--- config.mk ---
export PLATFORM = sky130hd
export DESIGN_NAME = capture_scheduler_flat
export DESIGN_NICKNAME = d
export VERILOG_FILES = /design/src/rtl/capture_scheduler_if.sv /design/src/rtl/capture_scheduler.sv /design/src/flat_wrapper.sv
export SDC_FILE = /design/constraint.sdc
export NUM_CORES = 1
export LEC_CHECK = 0
export BUFFER_PORTS_ARGS = -buffer_cell sky130_fd_sc_hd__buf_2
export CAP_MARGIN = 20
export CORE_UTILIZATION = 53
export DETAILED_ROUTE_END_ITERATION = 6
export PLACE_DENSITY = 0.85
export SKIP_LAST_GASP = 1
export SYNTH_ARGS = -nofsm -noshare
export SYNTH_HDL_FRONTEND = slang
export SYNTH_SLANG_ARGS = --single-unit
--- constraint.sdc ---
create_clock -name clk_100 -period 2.4 [get_ports clk_100]
set_input_delay 0.12 -clock clk_100 [delete_from_list [all_inputs] [get_ports clk_100]]
set_output_delay 0.12 -clock clk_100 [all_outputs]
set_load 0.005 [all_outputs]
--- src/rtl/capture_scheduler_if.sv ---
`default_nettype none
// +--------------------------------------------------------------------------+
// | Module   : capture_scheduler_if                                          |
// | Brief    : Capture/analysis handshake and sample-RAM ownership bundle.   |
// | Revision : 1.0  initial release                                          |
// +--------------------------------------------------------------------------+
interface capture_scheduler_if;
   logic cap_req;
   logic cap_done;
   logic ana_start;
   logic ana_done;
   logic buf_owner;

   modport master (
      output cap_req,
      output ana_start,
      output buf_owner,
      input  cap_done,
      input  ana_done
   );

   modport slave (
      input  cap_req,
      input  ana_start,
      input  buf_owner,
      output cap_done,
      output ana_done
   );
endinterface
`default_nettype wire

--- src/rtl/capture_scheduler.sv ---
`default_nettype none
// +--------------------------------------------------------------------------+
// | Module   : capture_scheduler                                             |
// | Brief    : Frame sequencer: capture, analysis, hold-off, with timeouts.  |
// | Revision : 1.0  initial release                                          |
// +--------------------------------------------------------------------------+
module capture_scheduler #(
   parameter int CAP_TIMEOUT = 120_000_000,
   parameter int ANA_TIMEOUT = 4_000_000,
   parameter int HOLDOFF     = 10_000_000,
   parameter int TW          = 28
) (
   input  logic                       clk_100,
   input  logic                       rst_n,
   input  logic                       enable,
   input  logic                       single,
   input  logic                       err_clr,
   capture_scheduler_if.master        hs,
   output logic                       busy,
   output logic                       frame_done,
   output logic [15:0]                frame_cnt,
   output logic                       err,
   output logic [1:0]                 err_code
);

   localparam logic [2:0] S_IDLE = 3'd0;
   localparam logic [2:0] S_CAP  = 3'd1;
   localparam logic [2:0] S_ANA  = 3'd2;
   localparam logic [2:0] S_HOLD = 3'd3;
   localparam logic [2:0] S_ERR  = 3'd4;

   localparam logic [TW-1:0] c_cap_last  = TW'(CAP_TIMEOUT - 1);
   localparam logic [TW-1:0] c_ana_last  = TW'(ANA_TIMEOUT - 1);
   localparam logic [TW-1:0] c_hold_last = TW'(HOLDOFF - 1);
   localparam logic [TW-1:0] c_cnt_max   = '1;
   localparam logic [TW-1:0] c_cnt_one   = TW'(1);

   logic [2:0]    r_state;
   logic [2:0]    w_next;
   logic [TW-1:0] r_cnt;
   logic          r_one_frame;
   logic          r_cap_req;
   logic          r_ana_start;
   logic          r_buf_owner;
   logic          r_busy;
   logic          r_frame_done;
   logic [15:0]   r_frame_cnt;
   logic          r_err;
   logic [1:0]    r_err_code;

   logic          w_one_frame;
   logic          w_cap_req;
   logic          w_ana_start;
   logic          w_buf_owner;
   logic          w_busy;
   logic          w_frame_done;
   logic [15:0]   w_frame_cnt;
   logic          w_err;
   logic [1:0]    w_err_code;
   logic          w_cap_last;
   logic          w_ana_last;
   logic          w_hold_last;

   assign w_cap_last  = (r_cnt == c_cap_last);
   assign w_ana_last  = (r_cnt == c_ana_last);
   assign w_hold_last = (r_cnt == c_hold_last);

   always_ff @(posedge clk_100 or negedge rst_n) begin
      if (!rst_n) begin
         r_state <= S_IDLE;
      end else begin
         r_state <= w_next;
      end
   end

   // A done pulse on the same edge as the timeout wins over the timeout.
   always_comb begin
      w_next = r_state;
      case (r_state)
         S_IDLE: begin
            if (enable || single) w_next = S_CAP;
         end
         S_CAP: begin
            if (hs.cap_done)     w_next = S_ANA;
            else if (w_cap_last) w_next = S_ERR;
         end
         S_ANA: begin
            if (hs.ana_done)     w_next = (enable && !r_one_frame) ? S_HOLD : S_IDLE;
            else if (w_ana_last) w_next = S_ERR;
         end
         S_HOLD: begin
            if (!enable)          w_next = S_IDLE;
            else if (w_hold_last) w_next = S_CAP;
         end
         S_ERR: begin
            if (err_clr) w_next = S_IDLE;
         end
         default: w_next = S_IDLE;
      endcase
   end

   // Outputs are decoded from the next state so that every port is registered
   // yet changes on the same edge as the state itself.
   always_comb begin
      w_cap_req    = (w_next == S_CAP);
      w_ana_start  = (r_state == S_CAP) && (w_next == S_ANA);
      w_buf_owner  = (w_next == S_ANA);
      w_busy       = (w_next != S_IDLE) && (w_next != S_ERR);
      w_frame_done = (r_state == S_ANA) && hs.ana_done;
      w_frame_cnt  = r_frame_cnt + {15'd0, w_frame_done};
      w_err        = (w_next == S_ERR);
      w_err_code   = r_err_code;
      if (w_next != S_ERR)       w_err_code = 2'b00;
      else if (r_state == S_CAP) w_err_code = 2'b01;
      else if (r_state == S_ANA) w_err_code = 2'b10;
      w_one_frame  = r_one_frame;
      if ((r_state == S_IDLE) && single) w_one_frame = 1'b1;
      else if (w_next == S_IDLE)         w_one_frame = 1'b0;
   end

   always_ff @(posedge clk_100 or negedge rst_n) begin
      if (!rst_n) begin
         r_cnt        <= '0;
         r_one_frame  <= 1'b0;
         r_cap_req    <= 1'b0;
         r_ana_start  <= 1'b0;
         r_buf_owner  <= 1'b0;
         r_busy       <= 1'b0;
         r_frame_done <= 1'b0;
         r_frame_cnt  <= 16'd0;
         r_err        <= 1'b0;
         r_err_code   <= 2'b00;
      end else begin
         if (w_next != r_state)     r_cnt <= '0;
         else if (r_cnt != c_cnt_max) r_cnt <= r_cnt + c_cnt_one;
         r_one_frame  <= w_one_frame;
         r_cap_req    <= w_cap_req;
         r_ana_start  <= w_ana_start;
         r_buf_owner  <= w_buf_owner;
         r_busy       <= w_busy;
         r_frame_done <= w_frame_done;
         r_frame_cnt  <= w_frame_cnt;
         r_err        <= w_err;
         r_err_code   <= w_err_code;
      end
   end

   assign hs.cap_req   = r_cap_req;
   assign hs.ana_start = r_ana_start;
   assign hs.buf_owner = r_buf_owner;
   assign busy         = r_busy;
   assign frame_done   = r_frame_done;
   assign frame_cnt    = r_frame_cnt;
   assign err          = r_err;
   assign err_code     = r_err_code;

endmodule
`default_nettype wire

--- src/flat_wrapper.sv ---
// flat-port wrapper written by rule: the top's interface ports become plain ports
module capture_scheduler_flat 
#(
   parameter int CAP_TIMEOUT = 120_000_000,
   parameter int ANA_TIMEOUT = 4_000_000,
   parameter int HOLDOFF     = 10_000_000,
   parameter int TW          = 28
)
  (clk_100, rst_n, enable, single, err_clr, busy, frame_done, frame_cnt, err, err_code, hs_cap_req, hs_ana_start, hs_buf_owner, hs_cap_done, hs_ana_done);
  capture_scheduler_if hs_i ();
  input  logic clk_100;
  input  logic rst_n;
  input  logic enable;
  input  logic single;
  input  logic err_clr;
  output logic busy;
  output logic frame_done;
  output logic [15:0] frame_cnt;
  output logic err;
  output logic [1:0] err_code;
  output wire logic [$bits(hs_i.cap_req)-1:0] hs_cap_req;
  output wire logic [$bits(hs_i.ana_start)-1:0] hs_ana_start;
  output wire logic [$bits(hs_i.buf_owner)-1:0] hs_buf_owner;
  input wire logic [$bits(hs_i.cap_done)-1:0] hs_cap_done;
  input wire logic [$bits(hs_i.ana_done)-1:0] hs_ana_done;
  assign hs_cap_req = hs_i.cap_req;
  assign hs_ana_start = hs_i.ana_start;
  assign hs_buf_owner = hs_i.buf_owner;
  assign hs_i.cap_done = hs_cap_done;
  assign hs_i.ana_done = hs_ana_done;
  capture_scheduler #(.CAP_TIMEOUT(CAP_TIMEOUT), .ANA_TIMEOUT(ANA_TIMEOUT), .HOLDOFF(HOLDOFF), .TW(TW)) u_core (.clk_100(clk_100), .rst_n(rst_n), .enable(enable), .single(single), .err_clr(err_clr), .hs(hs_i), .busy(busy), .frame_done(frame_done), .frame_cnt(frame_cnt), .err(err), .err_code(err_code));
endmodule
==> results.txt <==
status - complete, but fails checks
failing checks - negative setup slack
post-route design area - 3480 um2
vias in the first global route - 2,310
fmax - 0.397 GHz
Adder-Cell Fraction of Synth Area - 1.31%
CTS H-tree lvls - 2
Yosys top cell area share - 48.9%
Max-Cap Viols - 0
drt pass-1 iters - 4
main combinational cell family by area after synthesis - simple AND/OR/NAND/NOR gates
ANT nets after route - 0
clock network power share - 21.8%
Post-synth top flop - dfrtp_1
WHS Path Cells - 2
Hold Crit Class - in -> reg
period utilization - 105%
ant diodes - 0
dpl hpwl - 4510 um
Reg clk slew, reported paths - 0.10 ns
clock tree root buffer cell - clkbuf_8
distinct cell type count of the synthesized netlist - 48
Worst R2R Start - u_core.r_cnt[15]
largest area contributor in the netlist - dfrtp_1
PwrDens - 663 nW/um2
IO Pins - 31
Tot Pwr - 2310 uW
Via density - 5.74
final net count - 362
WP data arrival - 2.73 ns
Die Ht - 75.5 um
final worst slack - -0.121 ns
crit-path max FO - 4
initial DRC count - 140
antenna violations before repair - 0
first-pass GRT wire length - 10,200 um
syn nets - 294
hold path start - hs_ana_done
Post-Synth XOR/XNOR Area - 11.6%
required time of the critical path - 2.61 ns
Core Box Area - 5170 um2
CTS max path bufs - 2
Int Pwr - 1560 uW
Die W - 75.5 um
Rows - 26
IO buf count - 30
Placed Cells - 413
dpl cell area - 3350 um2
post-synthesis sequential area ratio - 48.9%
r2r worst-path depth - 6
WL/cell - 14.8 um
CTS tree - built
grt ovf - 0
clk_lat worst skew - 0.31 ns
Yosys warning count - 0
Synth async-reset ratio - 100%
Clock Sinks - 56
final cell count without fillers - 422
worst clock skew - 0.00702 ns
crit path kind - reg -> reg
EDFF count, synth - 0
setup violators final - 30
Switch Pwr - 748 uW
Lkg Pwr - 0.00156 uW
CTS buffer count - 5
share of cells above drive strength 1 - 25.9%
Least-Margin Pin Slew - 0.712 ns
die area - 5710 um2
largest net degree at the start of global routing - 31
Simple-Gate Fraction of Synth Area - 28.9%
post-synthesis mux area share - 1.09%
FF+latch count, synth - 56
Synth Area in Compound Gates - 6.11%
Net Sw Frac - 32.5%
GRT Total Usage - 23.9%
CP endpoint kind - register
Worst Setup Start Kind - register
routed vias - 2,421
RR Endpoint - u_core.r_one_frame
Sequential Power Share - 47.9%
post-layout minimum cycle time - 2.52 ns
Post-Route WL - 6250 um
syn_area_per_cell - 10.1 um2
Hold EP - u_core.frame_done
Area growth syn-to-layout - 21.3%
Mapped Area - 2870 um2
drt drc - 0
r2r setup slk - -0.12 ns
max-slew violation count - 0
RSZ-0062 raised after global routing - true
part of the power in combinational logic - 30.3%
fin util - 67.2%
Cells after Synth - 284
number of fill cells - 374
initial core utilization - 55.4%
Final Hold Viols - 0
top cells by area, synth - dfrtp_1 49%, xnor2_1 5.8%, xor2_1 5.8%
Routability Congestion - 0.915
VDD IR max - 0.000413 V
worst rel slew slack - 52.3%
-- logic make-up after synthesis --
logic type	Yosys count
and+or+nand+nor	152
DFF	56
xor gates and xnor gates	38
AOI/OAI and AO/OA	20
buffers and inverters	12
muxes	3
adders and majority gates	3
-- Yosys cell counts (2+ instances only) --
library cell and instances:
nor4b_1 2, or4_1 4, buf_6 2, nor2_1 43
and3_1 6, xor2_1 19, dfrtp_1 56, nand2_1 23
a211o_1 2, or4b_1 2, and2_1 4, nor4_1 7
ha_1 3, o21a_1 2, clkbuf_1 5, o21ai_0 2
nor3_1 8, nand4_1 16, inv_1 5, mux2i_1 2
nand2b_1 5, xnor2_1 19, o31ai_1 2, nand3_1 16
or3_1 2, and4_1 5
-- per-stage QoR --
stage	setup TNS, ns	hold slack [ns]	setup WS, ns
2_1_floorplan	-2.22	-0.176	-0.132
3_3_place_gp	-0.850	-0.0183	-0.114
3_5_place_dp	-2.49	-0.0138	-0.175
4_1_cts	-1.94	0.121	-0.108
5_1_grt	-5.82	0.123	-0.232
6_report	-1.91	0.138	-0.121
-- timing repair --
| action | in CTS | in global routing |
|---|---|---|
| pin swaps | 4 | 0 |
| cloned | 0 | 0 |
| gates resized for setup | 3 | 5 |
| hold buffers | 1 | 0 |
| endpoints found under the hold margin | 26 | 0 |
| setup endpoints to repair | 30 | 36 |
| buffers inserted | 1 | 0 |
-- routing by layer --
metal  up-vias  routed length (um)  track usage [%]
met5         -                   0                0
met4         0                  57             9.26
met3         8                 368             5.42
met2        88                3040             38.7
met1      1175                2790             31.2
li1       1150                   -                -
-- layout by cell type (no fill, tap or decap), types with 3 or more instances in the layout --
cell	instances
xor2_1	19
nand2b_1	5
and2_1	4
dfrtp_1	56
xnor2_1	19
nor3_1	5
nor3_2	3
and4_1	5
nand3_1	16
buf_4	36
nor4_1	6
nor2_1	42
nand4_1	16
or4_1	4
buf_2	30
and3_1	6
nand2_1	23
inv_1	5
clkbuf_8	5
-- power by group through the flow --
stage               Clock [uW]  Sequential [uW]  Combinational [uW]
floorplan                    0             1130                 415
global placement             0             1120                 639
finish                     502             1100                 700
global route               555             1120                 768
detailed placement           0             1120                 661
CTS                        517             1100                 687
-- worst max-delay path by stage --
stage,from,end,cells after the start
2_1_floorplan,u_core.r_cnt[14],u_core.r_one_frame,6
3_3_place_gp,u_core.r_cnt[14],u_core.r_one_frame,6
6_report,u_core.r_cnt[15],u_core.r_one_frame,6
4_1_cts,u_core.r_cnt[15],u_core.r_one_frame,6
3_5_place_dp,u_core.r_cnt[14],u_core.r_one_frame,6
5_1_grt,u_core.r_cnt[15],u_core.r_cnt[10],7
-- flip-flops by register name (all words and copies together), names as in the netlist --
register / count
u_core.hs.ana_start: 1
u_core.frame_done: 1
u_core.r_one_frame: 1
u_core.hs.buf_owner: 1
u_core.hs.cap_req: 1
u_core.err_code: 2
u_core.r_state: 3
u_core.frame_cnt: 16
u_core.err: 1
u_core.r_cnt: 28
u_core.busy: 1
-- worst max-delay path: stages (launching register included) --
cell     delay, ns
dfrtp_1       0.38
or4b_1        0.53
or4_4         0.55
nor4b_4       0.30
o21ai_1       0.13
or2_4         0.26
o32a_1        0.28
-- area by class of cell --
cell class                      count  area [um2]  area share, %
Clock buffer                        5        68.8           1.98
Clock inverter                      2        12.5          0.360
Inverter                            5        18.8          0.540
Multi-Input combinational cell    216        1440           41.4
Sequential cell                    56        1400           40.3
Tap cell                           70        87.6           2.52
Timing Repair Buffer               68         450           12.9
Note: power is estimated with default switching activity, not from simulation.
